$ cat config.mk
export PLATFORM = sky130hd
export DESIGN_NAME = imm_inst_packer_flat
export DESIGN_NICKNAME = d
export VERILOG_FILES = /design/src/rtl/imm_inst_packer_if.sv /design/src/rtl/imm_inst_packer.sv /design/src/flat_wrapper.sv
export SDC_FILE = /design/constraint.sdc
export NUM_CORES = 1
export LEC_CHECK = 0
export ABC_AREA = 1
export CORE_MARGIN = 8
export CORE_UTILIZATION = 50
export DETAILED_ROUTE_END_ITERATION = 6
export DONT_BUFFER_PORTS = 1
export HOLD_SLACK_MARGIN = 0.1
export PLACE_DENSITY = 0.65
export SETUP_SLACK_MARGIN = 0.2
export SKIP_LAST_GASP = 1
export SLEW_MARGIN = 20
export SYNTH_ARGS = -nofsm -noshare
export SYNTH_HDL_FRONTEND = slang
export SYNTH_SLANG_ARGS = --single-unit
$ cat constraint.sdc
create_clock -name clk -period 3.71 [get_ports clk]
set_input_delay 0.5565 -clock clk [delete_from_list [all_inputs] [get_ports clk]]
set_output_delay 0.5565 -clock clk [all_outputs]
set_load 0.005 [all_outputs]
$ cat src/rtl/imm_inst_packer_if.sv
// rtl/imm_inst_packer_if.sv - request and instruction-memory write bus for imm_inst_packer
// Also provides the shared immediate-format codes (IS_I/IS_S/IS_B/IS_U/IS_J).
`ifndef IS_I
`define IS_I 3'd0
`endif
`ifndef IS_S
`define IS_S 3'd1
`endif
`ifndef IS_B
`define IS_B 3'd2
`endif
`ifndef IS_U
`define IS_U 3'd3
`endif
`ifndef IS_J
`define IS_J 3'd4
`endif

interface imm_inst_packer_if;
  logic        req_valid;
  logic        req_ready;
  logic [2:0]  req_imm_src;
  logic [6:0]  req_opcode;
  logic [4:0]  req_rd;
  logic [2:0]  req_funct3;
  logic [4:0]  req_rs1;
  logic [4:0]  req_rs2;
  logic [31:0] req_imm;
  logic        imem_we;
  logic [31:0] imem_addr;
  logic [31:0] imem_wdata;
  logic        imem_ack;

  modport master (
    output req_valid, req_imm_src, req_opcode, req_rd, req_funct3, req_rs1, req_rs2, req_imm,
    input  req_ready,
    input  imem_we, imem_addr, imem_wdata,
    output imem_ack
  );

  modport slave (
    input  req_valid, req_imm_src, req_opcode, req_rd, req_funct3, req_rs1, req_rs2, req_imm,
    output req_ready,
    output imem_we, imem_addr, imem_wdata,
    input  imem_ack
  );
endinterface

$ cat src/rtl/imm_inst_packer.sv
// rtl/imm_inst_packer.sv - packs immediate + fields into RV32 words and writes them to imem
// Optional SELF_CHECK_EN: second PACK cycle re-extracts the immediate and rejects mismatches.
module imm_inst_packer #(
  parameter logic [31:0] BASE_ADDR = 32'h0000_0000,
  parameter int          DEPTH     = 256,
  parameter int          CNT_W     = 9
) (
  input  logic             clk,
  input  logic             rst_n,
  input  logic             clear,
  imm_inst_packer_if.slave bus,
  output logic [CNT_W-1:0] wr_count,
  output logic             full,
  output logic             err,
  output logic [2:0]       err_code
);

  typedef enum logic [1:0] {IDLE, PACK, CHK, WRITE} state_t;

  state_t      state_q, state_d;
  logic [2:0]  src_q;
  logic [6:0]  op_q;
  logic [4:0]  rd_q, rs1_q, rs2_q;
  logic [2:0]  f3_q;
  logic [31:0] imm_q, wdata_q, addr_q, packed_word;
  logic [2:0]  pack_code;
  logic        accept;

  assign full           = (wr_count == CNT_W'(DEPTH));
  assign accept         = bus.req_valid && bus.req_ready;
  assign bus.imem_addr  = addr_q;
  assign bus.imem_wdata = wdata_q;

  // Misalignment takes priority over range for B and J.
  always_comb begin
    packed_word = 32'h0;
    pack_code   = 3'd0;
    case (src_q)
      `IS_I: begin
        packed_word = {imm_q[11:0], rs1_q, f3_q, rd_q, op_q};
        if (imm_q[31:11] != {21{imm_q[11]}}) pack_code = 3'd1;
      end
      `IS_S: begin
        packed_word = {imm_q[11:5], rs2_q, rs1_q, f3_q, imm_q[4:0], op_q};
        if (imm_q[31:11] != {21{imm_q[11]}}) pack_code = 3'd1;
      end
      `IS_B: begin
        packed_word = {imm_q[12], imm_q[10:5], rs2_q, rs1_q, f3_q, imm_q[4:1], imm_q[11], op_q};
        if (imm_q[0])                             pack_code = 3'd3;
        else if (imm_q[31:12] != {20{imm_q[12]}}) pack_code = 3'd1;
      end
      `IS_U: begin
        packed_word = {imm_q[31:12], rd_q, op_q};
        if (imm_q[11:0] != 12'h0) pack_code = 3'd1;
      end
      `IS_J: begin
        packed_word = {imm_q[20], imm_q[10:1], imm_q[11], imm_q[19:12], rd_q, op_q};
        if (imm_q[0])                             pack_code = 3'd3;
        else if (imm_q[31:20] != {12{imm_q[20]}}) pack_code = 3'd1;
      end
      default: pack_code = 3'd2;
    endcase
  end

`ifdef SELF_CHECK_EN
  logic [31:0] reimm;
  logic        mismatch;
  always_comb begin
    reimm = 32'h0;
    case (src_q)
      `IS_I:   reimm = {{20{wdata_q[31]}}, wdata_q[31:20]};
      `IS_S:   reimm = {{20{wdata_q[31]}}, wdata_q[31:25], wdata_q[11:7]};
      `IS_B:   reimm = {{20{wdata_q[31]}}, wdata_q[7], wdata_q[30:25], wdata_q[11:8], 1'b0};
      `IS_U:   reimm = {wdata_q[31:12], 12'h0};
      `IS_J:   reimm = {{12{wdata_q[31]}}, wdata_q[19:12], wdata_q[20], wdata_q[30:21], 1'b0};
      default: reimm = 32'h0;
    endcase
  end
  assign mismatch = (reimm != imm_q);
`endif

  always_ff @(posedge clk or negedge rst_n) begin
    if (!rst_n) state_q <= IDLE;
    else        state_q <= state_d;
  end

  always_comb begin
    state_d = state_q;
    case (state_q)
      IDLE: if (accept) state_d = PACK;
      PACK: begin
        if (pack_code != 3'd0) state_d = IDLE;
`ifdef SELF_CHECK_EN
        else                   state_d = CHK;
`else
        else                   state_d = WRITE;
`endif
      end
`ifdef SELF_CHECK_EN
      CHK:   state_d = mismatch ? IDLE : WRITE;
`endif
      WRITE: if (bus.imem_ack) state_d = IDLE;
      default: state_d = IDLE;
    endcase
    if (clear) state_d = IDLE;
  end

  // clear blocks the handshake so a simultaneous request is never half-accepted.
  always_comb begin
    bus.req_ready = rst_n && !clear && (state_q == IDLE) && !full;
    bus.imem_we   = (state_q == WRITE);
  end

  always_ff @(posedge clk or negedge rst_n) begin
    if (!rst_n) begin
      src_q    <= 3'd0;
      op_q     <= 7'd0;
      rd_q     <= 5'd0;
      f3_q     <= 3'd0;
      rs1_q    <= 5'd0;
      rs2_q    <= 5'd0;
      imm_q    <= 32'h0;
      wdata_q  <= 32'h0;
      addr_q   <= BASE_ADDR;
      wr_count <= '0;
      err      <= 1'b0;
      err_code <= 3'd0;
    end else begin
      err <= 1'b0;
      if (clear) begin
        addr_q   <= BASE_ADDR;
        wr_count <= '0;
        err_code <= 3'd0;
      end else begin
        case (state_q)
          IDLE: if (accept) begin
            src_q <= bus.req_imm_src;
            op_q  <= bus.req_opcode;
            rd_q  <= bus.req_rd;
            f3_q  <= bus.req_funct3;
            rs1_q <= bus.req_rs1;
            rs2_q <= bus.req_rs2;
            imm_q <= bus.req_imm;
          end
          PACK: begin
            if (pack_code != 3'd0) begin
              err      <= 1'b1;
              err_code <= pack_code;
            end else begin
              err_code <= 3'd0;
              wdata_q  <= packed_word;
            end
          end
`ifdef SELF_CHECK_EN
          CHK: if (mismatch) begin
            err      <= 1'b1;
            err_code <= 3'd4;
          end
`endif
          WRITE: if (bus.imem_ack) begin
            addr_q   <= addr_q + 32'd4;
            wr_count <= wr_count + 1'b1;
          end
          default: ;
        endcase
      end
    end
  end

endmodule

$ cat src/flat_wrapper.sv
// flat-port wrapper written by rule: the top's interface ports become plain ports
module imm_inst_packer_flat 
#(
  parameter logic [31:0] BASE_ADDR = 32'h0000_0000,
  parameter int          DEPTH     = 256,
  parameter int          CNT_W     = 9
)
  (clk, rst_n, clear, wr_count, full, err, err_code, bus_req_valid, bus_req_imm_src, bus_req_opcode, bus_req_rd, bus_req_funct3, bus_req_rs1, bus_req_rs2, bus_req_imm, bus_req_ready, bus_imem_we, bus_imem_addr, bus_imem_wdata, bus_imem_ack);
  imm_inst_packer_if bus_i ();
  input  logic clk;
  input  logic rst_n;
  input  logic clear;
  output logic [CNT_W-1:0] wr_count;
  output logic full;
  output logic err;
  output logic [2:0] err_code;
  input wire logic [$bits(bus_i.req_valid)-1:0] bus_req_valid;
  input wire logic [$bits(bus_i.req_imm_src)-1:0] bus_req_imm_src;
  input wire logic [$bits(bus_i.req_opcode)-1:0] bus_req_opcode;
  input wire logic [$bits(bus_i.req_rd)-1:0] bus_req_rd;
  input wire logic [$bits(bus_i.req_funct3)-1:0] bus_req_funct3;
  input wire logic [$bits(bus_i.req_rs1)-1:0] bus_req_rs1;
  input wire logic [$bits(bus_i.req_rs2)-1:0] bus_req_rs2;
  input wire logic [$bits(bus_i.req_imm)-1:0] bus_req_imm;
  output wire logic [$bits(bus_i.req_ready)-1:0] bus_req_ready;
  output wire logic [$bits(bus_i.imem_we)-1:0] bus_imem_we;
  output wire logic [$bits(bus_i.imem_addr)-1:0] bus_imem_addr;
  output wire logic [$bits(bus_i.imem_wdata)-1:0] bus_imem_wdata;
  input wire logic [$bits(bus_i.imem_ack)-1:0] bus_imem_ack;
  assign bus_i.req_valid = bus_req_valid;
  assign bus_i.req_imm_src = bus_req_imm_src;
  assign bus_i.req_opcode = bus_req_opcode;
  assign bus_i.req_rd = bus_req_rd;
  assign bus_i.req_funct3 = bus_req_funct3;
  assign bus_i.req_rs1 = bus_req_rs1;
  assign bus_i.req_rs2 = bus_req_rs2;
  assign bus_i.req_imm = bus_req_imm;
  assign bus_req_ready = bus_i.req_ready;
  assign bus_imem_we = bus_i.imem_we;
  assign bus_imem_addr = bus_i.imem_addr;
  assign bus_imem_wdata = bus_i.imem_wdata;
  assign bus_i.imem_ack = bus_imem_ack;
  imm_inst_packer #(.BASE_ADDR(BASE_ADDR), .DEPTH(DEPTH), .CNT_W(CNT_W)) u_core (.clk(clk), .rst_n(rst_n), .clear(clear), .bus(bus_i), .wr_count(wr_count), .full(full), .err(err), .err_code(err_code));
endmodule
==> results of run 1 <==
sequential cells by signal, summed over array words and instances (netlist names):
register,flops
u_core.rs2_q,5
u_core.err_code,2
u_core.op_q,7
u_core.state_q,2
u_core.imm_q,32
u_core.bus.imem_addr,30
u_core.wr_count,9
u_core.bus.imem_wdata,32
u_core.src_q,3
u_core.err,1
u_core.rs1_q,5
u_core.f3_q,3
u_core.rd_q,5
through the flow:
step | instance area (um2) | total power, mW | setup slack, ns
floorplan | 7010 | 3.23 | 1.89
global placement | 7030 | 3.54 | 1.10
detailed placement | 7030 | 3.58 | 1.08
CTS | 7580 | 5.17 | 1.02
global route | 7590 | 5.46 | 0.834
finish | 7590 | 5.14 | 1.04
cells in the final DEF (no fill, tap or decap), types with 3 or more instances in the layout:
cell type,count
conb_1,3
mux2_4,23
clkinvlp_4,3
clkbuf_8,3
a21oi_2,8
nor2_1,87
a221oi_1,4
inv_1,79
mux2_2,15
nand2_2,6
nand2_1,165
nor3_1,18
nand3_1,41
nor4_1,3
clkinv_2,5
o22ai_1,8
a22oi_1,14
clkbuf_1,3
o21ai_2,13
dfrtp_1,136
o21ai_1,20
nand3_2,4
nor2_2,6
nor2_4,5
clkbuf_16,17
ha_1,3
o21ai_0,28
a21oi_1,45
nand4_1,13
xor2_1,4
report_power, final:
part / leakage (nW) / switching [mW] / internal (mW)
Combinational: 1.49 / 0.710 / 0.540
Sequential: 1.73 / 0.413 / 1.90
Clock: 0.265 / 0.619 / 0.965
worst paths after layout:
path,start,endpoint,slack [ns]
min in group clk,clear,u_core.wr_count[3],0.21
max,u_core.src_q[1],u_core.bus.imem_wdata[10],1.04
max in group asynchronous,rst_n,u_core.wr_count[0],3.67
max reg2reg,u_core.src_q[1],u_core.bus.imem_wdata[10],1.04
min,rst_n,u_core.bus.imem_addr[29],-0.17
min reg2reg,u_core.op_q[3],u_core.op_q[3],0.51
cell type report:
class | instances | area [um2] | area share, %
flip-flops and latches | 136 | 3400 | 44.8
multi-input cells | 548 | 3090 | 40.7
clock buffers | 23 | 478 | 6.29
inverters | 83 | 315 | 4.15
well taps | 180 | 225 | 2.97
clock inverters | 8 | 72.6 | 0.956
repair buffers | 1 | 7.51 | 0.0989
diodes | 1 | 2.50 | 0.0330
kinds of logic after synthesis:
group	count (synthesis)	share of synthesized area, %
buf+inv	110	7.74
simple gates	354	22.4
flops	136	48.6
fa+ha+maj	3	0.536
mux	38	7.34
xor+xnor	5	0.625
compound gates	145	12.7
other cells	1	0.0536
layer usage:
layer | up-vias | part of all wire, % | global-route usage [%] | wire [um]
met2 | 169 | 50 | 34.1 | 8800
met1 | 2585 | 40 | 23.6 | 7010
met4 | 0 | 2.0 | 7.49 | 346
met3 | 23 | 8.0 | 6.54 | 1400
met5 | - | 0 | 0 | 0
li1 | 2612 | - | - | -
==> results_dict.tcl, run 1 <==
set metrics [dict create \
    route.vias.total 5389 \
    final_cells 980 \
    antenna_left 0 \
    max_clock_freq_mhz 375 \
    synth_largest_area_cell "dfrtp_1" \
    async_flop_share_pct 100 \
    slew_headroom_pct 55.3 \
    final_nets 855 \
    crit_arrival_ns 2.97 \
    critPathLaunchType "flip-flop" \
    synth_cells 792 \
    critical_path_required_ns 4.02 \
    io_buffers 0 \
    period_needed_ns 2.67 \
    yosysSeqAreaShare_pct 48.6 \
    floorplan.initialDensity_pct 50.8 \
    synth_seq_cells 136 \
    violations "negative hold slack" \
    crit_cells 9 \
    grt_pass1_wl_mm 28.8 \
    vdd.ir_drop.worst_mv 0.349 \
    dieHeight_um 134 \
    grtUsageTotal_pct 20.2 \
    first_global_vias 5451 \
    skew_ns 0.00981 \
    finalHoldViolations 136 \
    cts_resized 0 \
    root_buffer "clkbuf_16" \
    critical_path.cell_chain "inv_1, nand2_4, a21oi_1, a21oi_1, nor3_1, nand4_4, buf_4, nand2_1, o21ai_2" \
    grt_max_degree 138 \
    status "complete, but fails checks" \
    rows 43 \
    yosys_warnings 0 \
    gp_congestion 0.882 \
    whs_ns -0.166 \
    end_kind "flip-flop" \
    cts_buffer_depth 2 \
    max-cap-violations 0 \
    fin_util_pct 55.1 \
    clkSinkCount 136 \
    synth_most_common_cell "nand2_1" \
    drt_iter0_drc 518 \
    syn_to_final_growth_pct 8.45 \
    cp_max_fo 45 \
    viasPerCell 5.50 \
    critPathTopFamily "simple AND/OR/NAND/NOR gates" \
    layout-drive-gt1-share_pct 14.8 \
    drv_slew 0 \
    cts.clk_slew.worst_paths_ns 0.06 \
    synth_top_flop_cell "dfrtp_1" \
    io_pins 145 \
    finalSetupTns_ns 0 \
    wl_mm 17.6 \
    syn-cell-area_um2 7000 \
    htreeDepth 4 \
    power_leakage_nw 3.48 \
    hpwlAfterDp_mm 12.8 \
    hold_class "in2async" \
    antenna_found_initial 1 \
    p_per_area_nw_per_um2 677 \
    dp.cells 948 \
    drc 0 \
    path_class "reg2reg" \
    slowest_delay_ns 0.60 \
    cts_made_buffers 17 \
    dieArea_um2 18000 \
    grt.overflow.total 0 \
    postCtsSetupRepairBufs 0 \
    dr.pass1.iters 5 \
    cp_num_buf_inv 2 \
    synth_edf_count 0 \
    rsz0062_at_grt "false" \
    yosysTopAreaCellShare_pct 48.6 \
    setup_viol 0 \
    die_w_um 134 \
    worstRegToRegCells 9 \
    yosys-top-cells-area "dfrtp_1 49%, nand2_1 8.9%, mux2_4 4.9%" \
    fillers 1303 \
    clkLatencyLatePin_ns 0.42 \
    cp_common_cell "a21oi_1" \
    cp_slowest_cell "nand4_4" \
    avgSynthCellArea_um2 8.84 \
    wire_per_inst_um 17.9 \
    synth_cell_type_count 42 \
    finalCritPeriodShare_pct 71.9 \
    core_um2 13800 \
    yosys-top-cells-count "166 x nand2_1, 136 x dfrtp_1, 87 x nor2_1" \
    worst_slew_pin_slew_ns 0.669 \
    cts_tree "done" \
]
No activity file was read; power rests on OpenSTA's default activity.
==> run 2, diff against run 1 <==
--- a/config.mk
+++ b/config.mk
@@ -11,7 +11,7 @@
 export DETAILED_ROUTE_END_ITERATION = 6
 export DONT_BUFFER_PORTS = 1
 export HOLD_SLACK_MARGIN = 0.1
-export PLACE_DENSITY = 0.65
+export PLACE_DENSITY = 0.68
 export SETUP_SLACK_MARGIN = 0.2
 export SKIP_LAST_GASP = 1
 export SLEW_MARGIN = 20
==> constraint.sdc (replaced) <==
create_clock -name clk -period 2.15 [get_ports clk]
set_input_delay 0.3225 -clock clk [delete_from_list [all_inputs] [get_ports clk]]
set_output_delay 0.3225 -clock clk [all_outputs]
set_load 0.005 [all_outputs]
==> results_dict.tcl, run 2 (synthesis gave the netlist of run 1 again) <==
set metrics [dict create \
    clkSinkCount 136 \
    drv_slew 0 \
    switchingPower_mw 3.25 \
    antenna_found_initial 0 \
    period_needed_ns 1.96 \
    regArea_um2 3410 \
    clkLatencyLatePin_ns 0.42 \
    io_pins 145 \
    wire_per_inst_um 18.9 \
    drt_iter0_drc 504 \
    power_leakage_nw 3.99 \
    power_frac_clock_pct 32.7 \
    die_w_um 134 \
    status "complete, but fails checks" \
    layout_commonest_cell "nand2_1" \
    vdd.ir_drop.worst_mv 0.685 \
    max-cap-violations 0 \
    finalHoldViolations 136 \
    power_frac_seq_pct 41.7 \
    cts_buffer_depth 2 \
    dr.pass1.iters 5 \
    dieArea_um2 18000 \
    crit_arrival_ns 2.26 \
    layout_common_cells "165 x nand2_1, 134 x dfrtp_1, 85 x nor2_1, 74 x inv_1, 61 x dlygate4sd3_1" \
    p_per_area_nw_per_um2 1120 \
    setup_viol 0 \
    path_class "reg2reg" \
    max_clock_freq_mhz 511 \
    fillers 1179 \
    drc 0 \
    htreeDepth 4 \
    whs_ns -0.402 \
    syn_to_final_growth_pct 24.5 \
    hpwlAfterDp_mm 13.5 \
    final_nets 939 \
    grt_max_degree 138 \
    critPathLaunchType "flip-flop" \
    finalSetupTns_ns 0 \
    cts_hold_buf 61 \
    combPwrFrac_pct 25.6 \
    root_buffer "clkbuf_16" \
    gp_congestion 0.877 \
    critical_path_required_ns 2.46 \
    hold_class "in2async" \
    antenna_left 0 \
    finalCritPeriodShare_pct 91.0 \
    cts.clk_slew.worst_paths_ns 0.06 \
    end_kind "flip-flop" \
    total_power_mw 9.73 \
    violations "negative hold slack" \
    diodes 0 \
    core_um2 13800 \
    cp_max_fo 6 \
    dieHeight_um 134 \
    layout-drive-gt1-share_pct 18.0 \
    skew_ns 0.00814 \
    grt.overflow.total 0 \
    viasPerCell 5.57 \
    wl_mm 20.1 \
    first_global_vias 5803 \
    io_buffers 0 \
    switching_share_pct 33.4 \
    grtUsageTotal_pct 21.9 \
    rsz0062_at_grt "true" \
    p_int_mw 6.48 \
    grt_pass1_wl_mm 31.1 \
    floorplan.initialDensity_pct 50.8 \
    route.vias.total 5924 \
    cts_made_buffers 17 \
    cts_tree "done" \
    rows 43 \
    multi_input_area_um2 3170 \
]
run 2: changes by cell type in the layout (fill, tap and decap cells not counted), sizes merged:
cell	delta
bufbuf	+1
bufinv	+3
dlygate4sd3	+61
diode	-1
clkbuf	+2
inv	+1
buf	+19
clkinv	-2
run 2: path summary, 6_finish.rpt:
kind                                     from                        to  slack (ns)  depth (start not counted)
setup reg to reg           u_core.wr_count[0]          u_core.imm_q[14]        0.19                         11
max in group asynchronous               rst_n          u_core.imm_q[20]        2.36                          0
setup / recovery           u_core.wr_count[0]          u_core.imm_q[14]        0.19                         11
hold / removal                          rst_n  u_core.bus.imem_wdata[4]       -0.40                          0
min in group clk                        clear        u_core.err_code[1]        0.13                          3
hold reg to reg                u_core.op_q[2]            u_core.op_q[2]        0.52                          1
run 2: metrics by stage:
stage          instance area, um2  util [%]  hold WS, ns  std cells  setup WS, ns
6_report                     8710      63.3       -0.402       1064         0.193
4_1_cts                      8430      61.2       -0.418       1050         0.189
5_1_grt                      8710      63.3       -0.420       1064         0.124
3_3_place_gp                 7140      51.9       0.0343        956         0.224
2_1_floorplan                7010         -       0.0269        794         0.381
3_5_place_dp                 7140      51.9       0.0334        956         0.181
run 2: power groups by stage:
stage | sequential (mW) | clock, mW | combinational, mW
2_1_floorplan | 3.73 | 0 | 1.84
4_1_cts | 4.02 | 3.21 | 2.34
5_1_grt | 4.14 | 3.32 | 2.75
3_3_place_gp | 4.03 | 0 | 2.15
6_report | 4.06 | 3.18 | 2.49
3_5_place_dp | 4.05 | 0 | 2.22
run 2: worst max-delay path, stage by stage, from the launching register on:
cell and delay [ns]:
dfrtp_1 0.42, inv_2 0.11, ha_4 0.14, nand3_2 0.07, nor2_1 0.11, nand2_1 0.07, inv_2 0.09, nor2_4 0.05
nand2_4 0.15, buf_12 0.15, clkbuf_16 0.15, mux2_2 0.32
run 2: metal layers:
| metal | part of all wire [%] | track usage (%) | up-vias |
|---|---|---|---|
| li1 | - | - | 2783 |
| met1 | 41 | 26.8 | 2874 |
| met2 | 49 | 35.5 | 229 |
| met3 | 7.4 | 6.88 | 38 |
| met4 | 2.4 | 8.05 | 0 |
| met5 | 0 | 0 | - |
run 2: repair_timing:
item | in CTS | in global routing
setup endpoints to repair | 3 | 87
pin swaps | 0 | 3
gates resized for setup | 0 | 28
setup buffers | 0 | 10
gates cloned | 1 | 4
hold endpoints to repair | 204 | 136
run 2: cell type report:
cell class / instances / share of cell area (%)
clock buffer: 22 / 5.56
clock inverter: 10 / 1.90
multi-input combinational: 548 / 36.4
inverter: 83 / 3.62
timing repair buffer: 85 / 10.9
tap: 180 / 2.58
sequential: 136 / 39.1
==> run 3, diff against run 2 <==
--- a/config.mk
+++ b/config.mk
@@ -6,7 +6,7 @@
 export NUM_CORES = 1
 export LEC_CHECK = 0
 export ABC_AREA = 1
-export CORE_MARGIN = 8
+export ABC_CLOCK_PERIOD_IN_PS = 2150
 export CORE_UTILIZATION = 50
 export DETAILED_ROUTE_END_ITERATION = 6
 export DONT_BUFFER_PORTS = 1
==> results_dict.tcl, run 3 (synthesis gave the netlist of run 1 again) <==
set metrics [dict create \
    syn_to_final_growth_pct 24.2 \
    final_nets 941 \
    cts_buffer_depth 2 \
    wire_per_inst_um 17.9 \
    grt.overflow.total 0 \
    floorplan.initialDensity_pct 52.0 \
    max_clock_freq_mhz 524 \
    cts_tree "done" \
    end_kind "flip-flop" \
    grtUsageTotal_pct 26.0 \
    path_class "reg2reg" \
    setup_viol 0 \
    cp_slowest_cell "dfrtp_1" \
    p_per_area_nw_per_um2 1120 \
    critical_path.cell_chain "nand2_1, inv_1, nand3_1, o21ai_1, nand3_1, nand2_1, nand4_4, buf_12, nand2_1, o21ai_1" \
    htreeDepth 4 \
    layout-drive-gt1-share_pct 18.6 \
    vdd.ir_drop.worst_mv 0.684 \
    fin_util_pct 64.6 \
    finalHoldViolations 136 \
    cts_made_buffers 17 \
    hold_class "in2async" \
    rows 42 \
    route.vias.total 5990 \
    worstRegToRegCells 10 \
    dr.pass1.iters 5 \
    violations "negative hold slack" \
    io_buffers 0 \
    layout_common_cells "165 x nand2_1, 130 x dfrtp_1, 84 x nor2_1, 75 x inv_1, 61 x dlygate4sd3_1" \
    first_global_vias 5758 \
    slowest_delay_ns 0.49 \
    antenna_found_initial 0 \
    rsz0062_at_grt "true" \
    cts.clk_slew.worst_paths_ns 0.06 \
    hpwlAfterDp_mm 12.4 \
    setup_slack_ns 0.241 \
    dieArea_um2 14500 \
    skew_ns 0.00581 \
    diodes 0 \
    antenna_left 0 \
    viasPerCell 5.64 \
    period_needed_ns 1.91 \
    wl_mm 19.0 \
    grt_max_degree 138 \
    die_w_um 120 \
    power_leakage_nw 3.97 \
    status "complete, but fails checks" \
    drv_slew 0 \
    drc 0 \
    finalSetupTns_ns 0 \
    core_um2 13500 \
    critPathLaunchType "flip-flop" \
    whs_ns -0.407 \
    dieHeight_um 120 \
    critical_path_required_ns 2.45 \
    worst-r2r-setup-slack_ns 0.24 \
    finalCritPeriodShare_pct 88.8 \
    drt_iter0_drc 537 \
    cp_common_cell "nand2_1" \
    regToRegStartpoint "u_core.imm_q[24]" \
    root_buffer "clkbuf_16" \
    io_pins 145 \
    max-cap-violations 0 \
    reg2reg_to "u_core.bus.imem_wdata[20]" \
    gp_congestion 0.907 \
    crit_arrival_ns 2.20 \
    pre_cts_ws_ns 0.166 \
    total_power_mw 9.70 \
    clkLatencyLatePin_ns 0.42 \
    grt_pass1_wl_mm 29.1 \
    cp_max_fo 52 \
    clkSinkCount 136 \
    cts_hold_buf 61 \
    layout_commonest_cell "nand2_1" \
]
==> run 3: changes by cell type in the layout (fill, tap and decap cells not counted), moves of 3 or more <==
cell        before  now
clkinv_4         1    4
clkinvlp_4       3    0
dfrtp_1        134  130
dfrtp_2          2    6
mux2_2          11   15
mux2_4          27   23
==> run 3: cell type report <==
class	count	area, um2
Tap cell	176	220
Timing Repair Buffer	85	935
Multi-Input combinational cell	550	3170
Inverter	83	318
Clock inverter	11	170
Sequential cell	136	3410
Clock buffer	21	470
Fill cell	1101	4760
==> run 3: layer usage <==
layer  wire length, um  up-vias  global-route usage (%)
met1              8140     2871                    34.0
met2              8580      263                    39.2
li1                  -     2801                       -
met4               525        0                    11.6
met5                 0        -                       0
met3              1760       55                    8.68
==> run 3: worst max-delay path, delay by kind of cell, from the launching register on <==
kind	cells	cell delay (ns)
AND/OR/NAND/NOR	6	0.75
flip-flops	1	0.49
buffers and inverters	2	0.30
AO/OA/AOI/OAI	2	0.21
==> run 3: worst max path at each step <==
stage	to	cells after the start	slack, ns	startpoint
detailed placement	u_core.rs2_q[3]	10	0.17	u_core.wr_count[0]
finish	u_core.bus.imem_wdata[20]	10	0.24	u_core.imm_q[24]
global placement	u_core.rs2_q[2]	10	0.19	u_core.wr_count[0]
global route	u_core.bus.imem_wdata[2]	8	0.13	u_core.src_q[2]
floorplan	u_core.imm_q[15]	11	0.38	u_core.wr_count[0]
CTS	u_core.imm_q[8]	10	0.18	u_core.wr_count[0]
==> run 3: power by group <==
group          switching, mW  internal, mW  total (mW)
clock network           1.10          2.03        3.14
registers              0.741          3.28        4.02
logic                   1.41          1.14        2.55
total                   3.25          6.45        9.70
==> run 3: stage by stage <==
stage	hold slack [ns]	area [um2]	instances
2_1_floorplan	0.0269	7010	794
3_3_place_gp	0.0307	7140	953
3_5_place_dp	0.0319	7140	953
4_1_cts	-0.421	8450	1049
5_1_grt	-0.425	8690	1062
6_report	-0.407	8690	1062
==> run 3: what timing repair did <==
| item | in CTS | in global routing |
|---|---|---|
| pin swaps | 1 | 4 |
| buffers inserted | 2 | 6 |
| hold endpoints to repair | 204 | 136 |
| cloned | 1 | 7 |
| endpoints found under the setup margin | 16 | 86 |
| gates resized for setup | 1 | 27 |
